<file path="src/rtl/stream_parity_acc.sv">
// Streaming frame parity accumulator: XOR-reduces every beat of a frame into one parity bit
// and presents parity, mismatch flag and saturating beat count on a held result port.
module stream_parity_acc #(
  parameter int WIDTH = 5,
  parameter int CNT_W = 8
) (
  input  logic             clk,
  input  logic             rst,
  input  logic             in_valid,
  output logic             in_ready,
  input  logic [WIDTH-1:0] in_data,
  input  logic             in_last,
  input  logic             in_exp,
  input  logic             odd_mode,
  output logic             res_valid,
  input  logic             res_ready,
  output logic             res_parity,
  output logic             res_err,
  output logic [CNT_W-1:0] res_beats,
  output logic             busy
);

  typedef enum logic {IDLE = 1'b0, ACCUM = 1'b1} state_t;

  state_t             state_reg, state_next;
  logic               acc_reg, acc_next;
  logic               mode_reg, mode_next;
  logic [CNT_W-1:0]   count_reg, count_next;
  logic               busy_reg, busy_next;
  logic               res_valid_reg, res_valid_next;
  logic               res_parity_reg, res_parity_next;
  logic               res_err_reg, res_err_next;
  logic [CNT_W-1:0]   res_beats_reg, res_beats_next;

  logic [WIDTH-1:0]   xor_chain;
  logic               bp;
  logic               accept;
  logic               produce;
  logic               in_accum;
  logic               acc_eff;
  logic               mode_eff;
  logic [CNT_W-1:0]   count_eff;
  logic [CNT_W-1:0]   count_inc;
  logic               frame_parity;

  // Beat parity as a prefix-XOR chain over the payload bits
  assign xor_chain[0] = in_data[0];
  generate
    for (genvar gi = 1; gi < WIDTH; gi++) begin : g_xor
      assign xor_chain[gi] = xor_chain[gi-1] ^ in_data[gi];
    end
  endgenerate
  assign bp = xor_chain[WIDTH-1];

  assign in_ready = ~res_valid_reg | res_ready;
  assign accept   = in_valid & in_ready;
  assign produce  = accept & in_last;
  assign in_accum = (state_reg == ACCUM);

  // In IDLE the current beat opens the frame, so history is empty and the live mode applies
  assign acc_eff      = in_accum ? acc_reg   : 1'b0;
  assign mode_eff     = in_accum ? mode_reg  : odd_mode;
  assign count_eff    = in_accum ? count_reg : '0;
  assign count_inc    = (count_eff == {CNT_W{1'b1}}) ? count_eff : count_eff + CNT_W'(1);
  assign frame_parity = acc_eff ^ bp ^ mode_eff;

  always_ff @(posedge clk or posedge rst) begin
    if (rst) begin
      state_reg <= IDLE;
    end else begin
      state_reg <= state_next;
    end
  end

  always_comb begin
    state_next = state_reg;
    case (state_reg)
      IDLE:    if (accept && !in_last) state_next = ACCUM;
      ACCUM:   if (produce)            state_next = IDLE;
      default: state_next = IDLE;
    endcase
  end

  always_comb begin
    acc_next        = acc_reg;
    mode_next       = mode_reg;
    count_next      = count_reg;
    busy_next       = busy_reg;
    res_parity_next = res_parity_reg;
    res_err_next    = res_err_reg;
    res_beats_next  = res_beats_reg;
    res_valid_next  = res_ready ? 1'b0 : res_valid_reg;
    if (accept && !in_last) begin
      acc_next   = acc_eff ^ bp;
      count_next = count_inc;
      busy_next  = 1'b1;
      if (!in_accum) mode_next = odd_mode;
    end
    if (produce) begin
      res_parity_next = frame_parity;
      res_err_next    = frame_parity ^ in_exp;
      res_beats_next  = count_inc;
      res_valid_next  = 1'b1;
      busy_next       = 1'b0;
    end
  end

  always_ff @(posedge clk or posedge rst) begin
    if (rst) begin
      acc_reg        <= 1'b0;
      mode_reg       <= 1'b0;
      count_reg      <= '0;
      busy_reg       <= 1'b0;
      res_valid_reg  <= 1'b0;
      res_parity_reg <= 1'b0;
      res_err_reg    <= 1'b0;
      res_beats_reg  <= '0;
    end else begin
      acc_reg        <= acc_next;
      mode_reg       <= mode_next;
      count_reg      <= count_next;
      busy_reg       <= busy_next;
      res_valid_reg  <= res_valid_next;
      res_parity_reg <= res_parity_next;
      res_err_reg    <= res_err_next;
      res_beats_reg  <= res_beats_next;
    end
  end

  assign res_valid  = res_valid_reg;
  assign res_parity = res_parity_reg;
  assign res_err    = res_err_reg;
  assign res_beats  = res_beats_reg;
  assign busy       = busy_reg;

endmodule

</file>
<file path="config.mk">
export PLATFORM = sky130hd
export DESIGN_NAME = stream_parity_acc
export DESIGN_NICKNAME = d
export VERILOG_FILES = /design/src/rtl/stream_parity_acc.sv
export SDC_FILE = /design/constraint.sdc
export NUM_CORES = 1
export LEC_CHECK = 0
export BUFFER_PORTS_ARGS = -buffer_cell sky130_fd_sc_hd__buf_2
export CORE_AREA = 4 4 60 84
export DETAILED_ROUTE_END_ITERATION = 10
export DIE_AREA = 0 0 64 88
export SYNTH_ARGS = -nofsm -noshare
export SYNTH_HDL_FRONTEND = slang
export SYNTH_SLANG_ARGS = --single-unit
</file>
<file path="constraint.sdc">
create_clock -name clk -period 2.8 [get_ports clk]
set_input_delay 0.14 -clock clk [delete_from_list [all_inputs] [get_ports clk]]
set_output_delay 0.14 -clock clk [all_outputs]
set_load 0.01 [all_outputs]
</file>
==> results of run 1 <==
metal layers:
metal	wire length, um	up-vias	GRT usage
met3	57	4	0.01926
met1	1087	453	0.1013
li1	-	500	-
met2	1339	11	0.1825
met5	0	-	0
met4	29	0	0.03143
layout by cell type, fill, tap and decap left out, drive strengths merged, types with 2 or more instances in the layout:
master,synthesis,routed
a21oi,14,14
and3,2,2
buf,5,25
clkbuf,2,3
dfrtp,23,23
inv,5,5
mux2,3,3
mux2i,3,3
nand2,16,16
nand2b,2,2
nand3,3,3
nand4,4,4
nor2,12,12
o21ai,9,9
o31ai,2,2
or4,2,2
xnor2,4,4
xor2,4,4
final timing paths:
kind,from,to,slack [ns],cells past startpoint
max,flop,count_reg[0]$_DFFE_PP0P_,0.77,7
min,rst,res_parity$_DFFE_PP0P_,0.05,2
max reg2reg,flop,count_reg[0]$_DFFE_PP0P_,0.77,7
min reg2reg,res_beats[5]$_DFFE_PP0P_,res_beats[5]$_DFFE_PP0P_,0.47,2
max in group asynchronous,rst,res_beats[1]$_DFFE_PP0P_,2.22,2
min in group clk,odd_mode,mode_reg$_DFFE_PP0P_,0.13,2
power groups by stage:
stage	Sequential, mW	Combinational (mW)	Clock [mW]
2_1_floorplan	0.491	0.251	0
3_3_place_gp	0.501	0.335	0
3_5_place_dp	0.503	0.340	0
4_1_cts	0.497	0.340	0.211
5_1_grt	0.512	0.382	0.223
6_report	0.496	0.335	0.204
through the flow:
stage | instances | setup WS [ns] | cell area, sq um | total power, mW | hold slack (ns)
floorplan | 130 | 0.9562 | 1254 | 0.7422 | 0.1419
global placement | 208 | 0.8361 | 1423 | 0.8365 | 0.3738
detailed placement | 208 | 0.7827 | 1423 | 0.8431 | 0.3701
CTS | 212 | 0.7764 | 1469 | 1.047 | 0.08966
global route | 212 | 0.6101 | 1469 | 1.117 | 0.1323
finish | 212 | 0.7721 | 1469 | 1.035 | 0.04813
cell type report:
class | instances | share of cell area
Timing Repair Buffer | 25 | 0.08688
Tap cell | 60 | 0.05111
Clock buffer | 3 | 0.02811
Clock inverter | 1 | 0.003407
Inverter | 5 | 0.01278
Multi-Input combinational cell | 95 | 0.4259
Sequential cell | 23 | 0.3918
kinds of logic (layout without fill, tap and decap cells):
group,Yosys count,after routing
AO/OA/AOI/OAI,31,31
adder cells (fa/ha/maj),1,1
multiplexers,6,6
XOR/XNOR,10,10
buffers and inverters,12,34
flip-flops,23,23
AND/OR/NAND/NOR,47,47
critical path: stages, from the launching register on:
cell and delay, ns:
sky130_fd_sc_hd__dfrtp_1 0.49, sky130_fd_sc_hd__nand2_1 0.14, sky130_fd_sc_hd__inv_1 0.08, sky130_fd_sc_hd__ha_1 0.25
sky130_fd_sc_hd__nand4_1 0.23, sky130_fd_sc_hd__nor2_2 0.31, sky130_fd_sc_hd__nor2_1 0.13, sky130_fd_sc_hd__mux2_2 0.29
==> impl_metrics.toml, run 1 <==
[outcome]
status = "finished, final reports clean"

[logic_synthesis]
seq_area_frac_synth = 0.4591
muxShareOfSynthArea = 0.05090
xor_and_xnor_fraction_of_the_mapped_netlist_area = 0.1148
synth_enable_flop_cells = 0
synthMostInstantiatedCell = "sky130_fd_sc_hd__dfrtp_1"
synth_simple_gate_area_frac = 0.1836
synth.largest_area_cell = "sky130_fd_sc_hd__dfrtp_1"
synth_adder_area_share = 0.009980
mappedNetlistNets = 143
netlist_top_cells_area = "sky130_fd_sc_hd__dfrtp_1 (46%), sky130_fd_sc_hd__a21oi_1 (5.6%), sky130_fd_sc_hd__nand2_1 (4.8%)"
post_synth.cell_area_avg_sq_um = 9.644
ys_top_cells_by_count = "sky130_fd_sc_hd__dfrtp_1 (23), sky130_fd_sc_hd__nand2_1 (16), sky130_fd_sc_hd__a21oi_1 (14)"
synth.lib_cells_used.distinct = 39
ys_async_sr_fraction = 1.000
netlist_instances = 130
ys_seq_elements = 23
synth-compound-area-share = 0.1397
post-synth-top-area-fraction = 0.4591
mappedNetlistArea_sq_um = 1254
synth_top_family_by_area = "simple AND/OR/NAND/NOR gates"
synth.yosys.warnings = 0
synth_top_flop_cell = "sky130_fd_sc_hd__dfrtp_1"

[grt]
grt_max_degree = 24
globalRoute.totalOverflow = 0
gr-usage-all-layers = 0.09470
grt_pass1_wl_um = 4284
initial_antenna_violation_count = 0
first_global_vias = 984

[min_path]
hold_path_class = "in2async"

[worst_setup_path]
crit_path_start_kind = "flop"
arrival_time_at_the_worst_endpoint_ns = 2.18
worstPathMaxFanout = 9
crit_type = "reg2reg"
cp_capture_type = "flop"
cp.required_ns = 2.95

[power]
vdd_ir_drop_max_mv = 0.1825
power.switching_fraction = 0.3442
p_clk_frac = 0.197
power-per-cell-area_nw_per_um2 = 704.9
cellInternalPower_mw = 0.6791
share_seq_of_total_power = 0.479
power_dissipated_by_switching_net_loads_mw = 0.3564
power.combinational.fraction = 0.323
p_leak_nw = 0.6750

[clocking]
cts_tree = "built"
tritoncts_num_sinks = 23
cts_clk_pin_slew_worst_paths_ns = 0.08
cts.hold.buffers_added = 0
worst_case_clock_buffer_depth = 2
post-cts-setup-buffers = 0
cts_max_level = 1
cts-resized-gates = 0
tritoncts_buffers = 3
root_buffer = "sky130_fd_sc_hd__clkbuf_8"
clock_insertion_delay_worst_skew_ns = 0.26

[drt]
routed_wirelength_um = 2514
avgRoutedWirePerCell_um = 11.86
route.vias.total = 968
drt_first_iter_violations = 28
drt.antenna.violating_nets = 0
viasPerCell = 4.566
first_pass_iters = 4
drc = 0

[timing]
finalMaxSlewViolations = 0
skew_ns = 0.003249
final-setup-viol-count = 0
grt_setup_unrepaired = "no"
minimum_period_implied_by_the_final_worst_setup_slack_ns = 2.028
max_freq_mhz = 493.1
timing_hold_violations_final = 0
timing.final.crit_share = 0.7243
slew_at_the_pin_with_the_worst_max_slew_slack_ns = 0.8617
maxSlewHeadroom = 0.4249
timing.setup.tns_ns = 0

[placement]
finalWeightedCongestion = 0.8379
detailed_place_hpwl_um = 1914
place.port_buffers = 24

[die]
die_x_um = 64
floorplan.initialDensity = 0.2957
placement_rows = 28
floorplan_die_height_um = 88
core_sq_um = 4239
i_o_pin_count = 25
fp.dieArea_sq_um = 5632

[cells_and_area]
antennaDiodeCount = 0
fillers = 455
finish.utilization = 0.3465
nets = 166
final_layout_size_suffix_gt1_frac = 0.2368
flow.area_growth_from_synthesis_pct = 17.17
regArea_sq_um = 575.6
multi_input_area_sq_um = 625.6

[run]
max-cap-violations = 0
(Power assumes the default switching activity.)
==> run 2: changes to the inputs <==
==> constraint.sdc (replaced) <==
create_clock -name clk -period 2 [get_ports clk]
set_input_delay 0.1 -clock clk [delete_from_list [all_inputs] [get_ports clk]]
set_output_delay 0.1 -clock clk [all_outputs]
set_load 0.01 [all_outputs]
==> run 2 against run 1 <==
Effect of this change:
- die area unchanged
- sequential share of layout area decreased by 0.82 points
- total power up 40%
- sequential power up 40%
- largest cell class unchanged
- highest routed layer unchanged
==> impl_metrics.toml, run 2 (synthesis results as in run 1) <==
[outcome]
status = "finished, final reports clean"

[timing]
minimum_period_implied_by_the_final_worst_setup_slack_ns = 1.822
maxSlewHeadroom = 0.6756
slew_at_the_pin_with_the_worst_max_slew_slack_ns = 0.4830
grt_setup_unrepaired = "yes"
fin_worst_setup_slack_ns = 0.1778
max_freq_mhz = 548.8
timing_hold_violations_final = 0
final-setup-viol-count = 0
skew_ns = 0.001119
finalMaxSlewViolations = 0
timing.final.crit_share = 0.9111
timing.setup.tns_ns = 0
fin_hold_ws_ns = 0.07832

[grt]
first_global_vias = 989
gr-usage-all-layers = 0.1013
grt_max_degree = 24
globalRoute.totalOverflow = 0
grt_pass1_wl_um = 4416
initial_antenna_violation_count = 0

[die]
floorplan_die_height_um = 88
i_o_pin_count = 25
floorplan.initialDensity = 0.2957
placement_rows = 28
die_x_um = 64
core_sq_um = 4239
fp.dieArea_sq_um = 5632

[cells_and_area]
antennaDiodeCount = 0
fillers = 430
final_layout_size_suffix_gt1_frac = 0.2436
flow.area_growth_from_synthesis_pct = 19.66
finish.cell_count_without_fillers = 216
nets = 170
mostFrequentLayoutCell = "sky130_fd_sc_hd__buf_2"
final_cell_mix = "sky130_fd_sc_hd__buf_2 (24), sky130_fd_sc_hd__dfrtp_1 (23), sky130_fd_sc_hd__nand2_1 (16)"
final_area_sq_um = 1500

[clocking]
worst_case_clock_buffer_depth = 2
tritoncts_buffers = 3
cts_tree = "built"
root_buffer = "sky130_fd_sc_hd__clkbuf_8"
clock_insertion_delay_worst_skew_ns = 0.26
cts_max_level = 1
tritoncts_num_sinks = 23
cts_clk_pin_slew_worst_paths_ns = 0.08

[drt]
routed_wirelength_um = 2496
viasPerCell = 4.755
route.vias.total = 1027
first_pass_iters = 4
drc = 0
avgRoutedWirePerCell_um = 11.56
drt_first_iter_violations = 41
drt.antenna.violating_nets = 0

[worst_setup_path]
worstPathMaxFanout = 6
arrival_time_at_the_worst_endpoint_ns = 1.98
crit_type = "reg2reg"
cp_capture_type = "flop"
crit_path_start_kind = "flop"
cp.required_ns = 2.16

[placement]
preCtsSetupSlack_ns = 0.1719
finalWeightedCongestion = 0.8345
place.port_buffers = 24
postPlaceCellArea_sq_um = 1445
detailed_place_hpwl_um = 1918
numPlacedInstances = 211

[power]
share_seq_of_total_power = 0.478
power.switching_fraction = 0.3392
vdd_ir_drop_max_mv = 0.2258
power-per-cell-area_nw_per_um2 = 966.8
p_leak_nw = 0.6898
power_dissipated_by_switching_net_loads_mw = 0.4920
p_clk_frac = 0.198
power.combinational.fraction = 0.324
cellInternalPower_mw = 0.9584

[run]
max-cap-violations = 0

[min_path]
hold_path_class = "in2reg"
==> run 2: cell count changes in the layout (fill, tap and decap cells not counted), sizes merged <==
cell / before / now
buf: 25 / 28
dlygate4sd3: 0 / 1
clkbuf: 3 / 4
clkinv: 1 / 0
==> run 2: repair_timing <==
item                                    CTS  global route
hold buffers                              1             0
buffers inserted                          0             0
resized for setup                         0             0
hold endpoints to repair                 23             0
endpoints found under the setup margin    0             2
==> run 2: final cells by class <==
type,instances,area (sq um),area share
clock buffers,4,45.04,0.03002
well taps,60,75.07,0.05004
inverters,5,18.77,0.01251
repair buffers,29,160.2,0.1068
flip-flops and latches,23,575.6,0.3837
multi-input cells,95,625.6,0.4170
==> run 2: layer usage <==
layer	routed length (um)	track usage	vias to the layer above	share of wire
met3	93	0.02054	9	0.037
met5	0	0	-	0
met1	988	0.1058	484	0.40
li1	-	-	510	-
met2	1304	0.1787	24	0.52
met4	110	0.07466	0	0.044
==> run 2: path summary, 6_finish.rpt <==
check,start,endpoint,slack [ns],depth (start not counted)
max in group asynchronous,rst,busy$_DFFE_PP0P_,1.37,4
worst min register to register,res_beats[4]$_DFFE_PP0P_,res_beats[4]$_DFFE_PP0P_,0.47,2
worst min-delay path,odd_mode,mode_reg$_DFFE_PP0P_,0.08,2
worst max register to register,flop,count_reg[0]$_DFFE_PP0P_,0.18,7
min in group asynchronous,rst,res_err$_DFFE_PP0P_,0.41,4
worst max-delay path,flop,count_reg[0]$_DFFE_PP0P_,0.18,7
==> run 2: per-stage QoR <==
| step | utilization | total power [mW] |
|---|---|---|
| floorplan | - | 1.039 |
| global placement | 0.3409 | 1.176 |
| detailed placement | 0.3409 | 1.183 |
| CTS | 0.3539 | 1.479 |
| global route | 0.3539 | 1.582 |
| finish | 0.3539 | 1.450 |
==> run 2: power groups by stage <==
| stage | Combinational (mW) | Clock, mW | Sequential (mW) |
|---|---|---|---|
| 2_1_floorplan | 0.352 | 0 | 0.688 |
| 3_3_place_gp | 0.474 | 0 | 0.701 |
| 3_5_place_dp | 0.478 | 0 | 0.705 |
| 4_1_cts | 0.480 | 0.303 | 0.696 |
| 5_1_grt | 0.540 | 0.325 | 0.717 |
| 6_report | 0.471 | 0.287 | 0.693 |
==> run 2: critical path, stage by stage (launching register included) <==
cell and delay (ns):
sky130_fd_sc_hd__dfrtp_1 0.42, sky130_fd_sc_hd__nand2_1 0.12, sky130_fd_sc_hd__inv_1 0.07, sky130_fd_sc_hd__ha_1 0.24, sky130_fd_sc_hd__nand4_1 0.15, sky130_fd_sc_hd__nor2_2 0.29, sky130_fd_sc_hd__nor2_1 0.13, sky130_fd_sc_hd__mux2_2 0.28
==> run 3: changes to the inputs <==
--- a/config.mk
+++ b/config.mk
@@ -5,10 +5,11 @@
 export SDC_FILE = /design/constraint.sdc
 export NUM_CORES = 1
 export LEC_CHECK = 0
+export ABC_AREA = 1
 export BUFFER_PORTS_ARGS = -buffer_cell sky130_fd_sc_hd__buf_2
-export CORE_AREA = 4 4 60 84
+export CORE_AREA = 4 4 62 87
 export DETAILED_ROUTE_END_ITERATION = 10
-export DIE_AREA = 0 0 64 88
+export DIE_AREA = 0 0 66 91
 export SYNTH_ARGS = -nofsm -noshare
 export SYNTH_HDL_FRONTEND = slang
 export SYNTH_SLANG_ARGS = --single-unit
==> run 3 against run 2 <==
Effect of this change:
- first-iteration DRC count unchanged
- combinational power fell by 50%
- routed wire length is 19% higher
- flip-flop and latch count unchanged
- worst setup slack improved by 0.054 ns
- sequential power decreased by 20%
- total power shrank 26%
- largest power group unchanged
- cell area up 6.4%
- synthesized cell count up 54%
==> impl_metrics.toml, run 3 <==
[worst_setup_path]
worstPathMaxFanout = 11
crit_path_start_kind = "flop"
cp.required_ns = 2.16
crit_path_max_incr_delay_ns = 0.56
ff2ff_path_depth = 8
arrival_time_at_the_worst_endpoint_ns = 1.93
cpMaxStageDelayCell = "sky130_fd_sc_hd__dfrtp_1"
crit_chain = "nand2_1 -> inv_1 -> ha_1 -> nand4_2 -> nor3_1 -> nand2_1 -> nand3_1 -> nand2_1"
timing.critical_path.mode_cell = "sky130_fd_sc_hd__nand2_1"
crit_type = "reg2reg"
cp_num_cells = 8
crit_family = "simple AND/OR/NAND/NOR gates"
critPathBufInv = 1
cp_capture_type = "flop"

[logic_synthesis]
ys_top_cells_by_count = "sky130_fd_sc_hd__nand2_1 (99), sky130_fd_sc_hd__nand3_1 (25), sky130_fd_sc_hd__dfrtp_1 (23), sky130_fd_sc_hd__inv_1 (23), sky130_fd_sc_hd__nor2_1 (7)"
synthMostInstantiatedCell = "sky130_fd_sc_hd__nand2_1"
synth_top_family_by_area = "simple AND/OR/NAND/NOR gates"
netlist_instances = 200
mappedNetlistArea_sq_um = 1343
muxShareOfSynthArea = 0
xor_and_xnor_fraction_of_the_mapped_netlist_area = 0.006524
synth_simple_gate_area_frac = 0.4399
ys_seq_elements = 23
seq_area_frac_synth = 0.4287
netlist_top_cells_area = "sky130_fd_sc_hd__dfrtp_1 (43%), sky130_fd_sc_hd__nand2_1 (28%), sky130_fd_sc_hd__nand3_1 (9.3%)"
post_synth.cell_area_avg_sq_um = 6.713
post-synth-top-area-fraction = 0.4287
synth_enable_flop_cells = 0
synth_adder_area_share = 0.009320
synth.largest_area_cell = "sky130_fd_sc_hd__dfrtp_1"
synth.lib_cells_used.distinct = 21
synth_top_flop_cell = "sky130_fd_sc_hd__dfrtp_1"
mappedNetlistNets = 213
synth-compound-area-share = 0.02423
synth.yosys.warnings = 0
ys_async_sr_fraction = 1.000

[timing]
finalMaxSlewViolations = 0
timing_hold_violations_final = 0
timing.setup.tns_ns = 0
grt_setup_unrepaired = "no"
slew_at_the_pin_with_the_worst_max_slew_slack_ns = 0.3941
final-setup-viol-count = 0
max_freq_mhz = 565.5
skew_ns = 0.002510
minimum_period_implied_by_the_final_worst_setup_slack_ns = 1.768
maxSlewHeadroom = 0.7370
timing.final.crit_share = 0.8841

[clocking]
tritoncts_num_sinks = 23
cts_clk_pin_slew_worst_paths_ns = 0.08
worst_case_clock_buffer_depth = 2
root_buffer = "sky130_fd_sc_hd__clkbuf_8"
clock_insertion_delay_worst_skew_ns = 0.27
cts_tree = "built"
tritoncts_buffers = 3
cts_max_level = 1
post-cts-setup-buffers = 0

[cells_and_area]
final_layout_size_suffix_gt1_frac = 0.1667
regArea_sq_um = 575.6
multi_input_area_sq_um = 644.4
finish.utilization = 0.3520
mostFrequentLayoutCell = "sky130_fd_sc_hd__nand2_1"
antennaDiodeCount = 0
flow.area_growth_from_synthesis_pct = 18.92
finish.cell_count_without_fillers = 290
fillers = 504
nets = 242
final_cell_mix = "sky130_fd_sc_hd__nand2_1 (99), sky130_fd_sc_hd__nand3_1 (25), sky130_fd_sc_hd__buf_2 (24)"

[power]
power-per-cell-area_nw_per_um2 = 673.6
p_leak_nw = 0.9981
vdd_ir_drop_max_mv = 0.5264

[drt]
routed_wirelength_um = 2969
first_pass_iters = 4
avgRoutedWirePerCell_um = 10.24
drt_first_iter_violations = 41
viasPerCell = 4.414
drt.antenna.violating_nets = 0
route.vias.total = 1280
drc = 0

[min_path]
hold_path_class = "in2reg"
min_delay_path_depth = 4

[die]
fp.dieArea_sq_um = 6006
core_sq_um = 4536
i_o_pin_count = 25
floorplan.initialDensity = 0.2960
die_x_um = 66
placement_rows = 29
floorplan_die_height_um = 91

[placement]
detailed_place_hpwl_um = 2308
place.port_buffers = 24
numPlacedInstances = 285
finalWeightedCongestion = 0.8124

[run]
max-cap-violations = 0

[grt]
grt_pass1_wl_um = 5471
globalRoute.totalOverflow = 0
initial_antenna_violation_count = 0
grt_max_degree = 24
first_global_vias = 1260
gr-usage-all-layers = 0.1138

[outcome]
status = "finished, final reports clean"
run 3: layer usage:
metal,wire (um),track usage,part of all wire
met2,1584,0.1992,0.53
met1,1255,0.1326,0.42
met5,0,0,0
met3,38,0.004938,0.013
met4,91,0.07119,0.031
run 3: worst register-to-register path: cells and delay by family (launching register included):
family                   cells  cell delay [ns]
buffers and inverters        1             0.09
flip-flops                   1             0.56
AND/OR/NAND/NOR              6             0.81
adder cells (fa/ha/maj)      1             0.21
run 3: kinds of logic after synthesis:
family,after synthesis
DFF,23
and+or+nand+nor,139
AOI/OAI and AO/OA,6
adders and majority gates,1
buffers and inverters,30
xor gates and xnor gates,1
run 3: worst paths after layout:
| kind | start | endpoint | slack, ns |
|---|---|---|---|
| min in group asynchronous | rst | res_valid$_DFFE_PP0P_ | 0.41 |
| worst min-delay path | in_exp | res_err$_DFFE_PP0P_ | 0.09 |
| max in group asynchronous | rst | res_beats[6]$_DFFE_PP0P_ | 1.37 |
| worst max-delay path | flop | res_beats[0]$_DFFE_PP0P_ | 0.23 |
| worst max register to register | flop | res_beats[0]$_DFFE_PP0P_ | 0.23 |
| worst min register to register | res_parity$_DFFE_PP0P_ | res_parity$_DFFE_PP0P_ | 0.48 |
run 3: per-stage QoR:
stage | cell area, sq um | total power [mW] | setup slack [ns] | hold slack [ns]
after floorplan | 1343 | 0.7166 | 0.4401 | 0.1019
after global placement | 1541 | 0.7943 | 0.2943 | 0.1601
after detailed placement | 1541 | 0.7954 | 0.2521 | 0.1590
after CTS | 1597 | 1.091 | 0.2460 | 0.09903
after global routing | 1597 | 1.157 | 0.02354 | 0.1050
final | 1597 | 1.075 | 0.2317 | 0.09341
run 3: repair_timing:
| action | in CTS | in global routing |
|---|---|---|
| hold endpoints to repair | 23 | 0 |
| hold buffers | 1 | 0 |
| gates resized for setup | 0 | 0 |
run 3: layout make-up:
cell class	count	area share
Sequential cell	23	0.3605
Tap cell	62	0.04859
Multi-Input combinational cell	147	0.4036
Inverter	25	0.05878
Timing Repair Buffer	29	0.1003
Clock buffer	4	0.02821
run 3: power breakdown:
group,internal (mW),switching (mW),leakage (nW)
clock network,0.142,0.149,0.0228
logic,0.0908,0.143,0.671
registers,0.513,0.0377,0.304
total,0.746,0.329,0.998
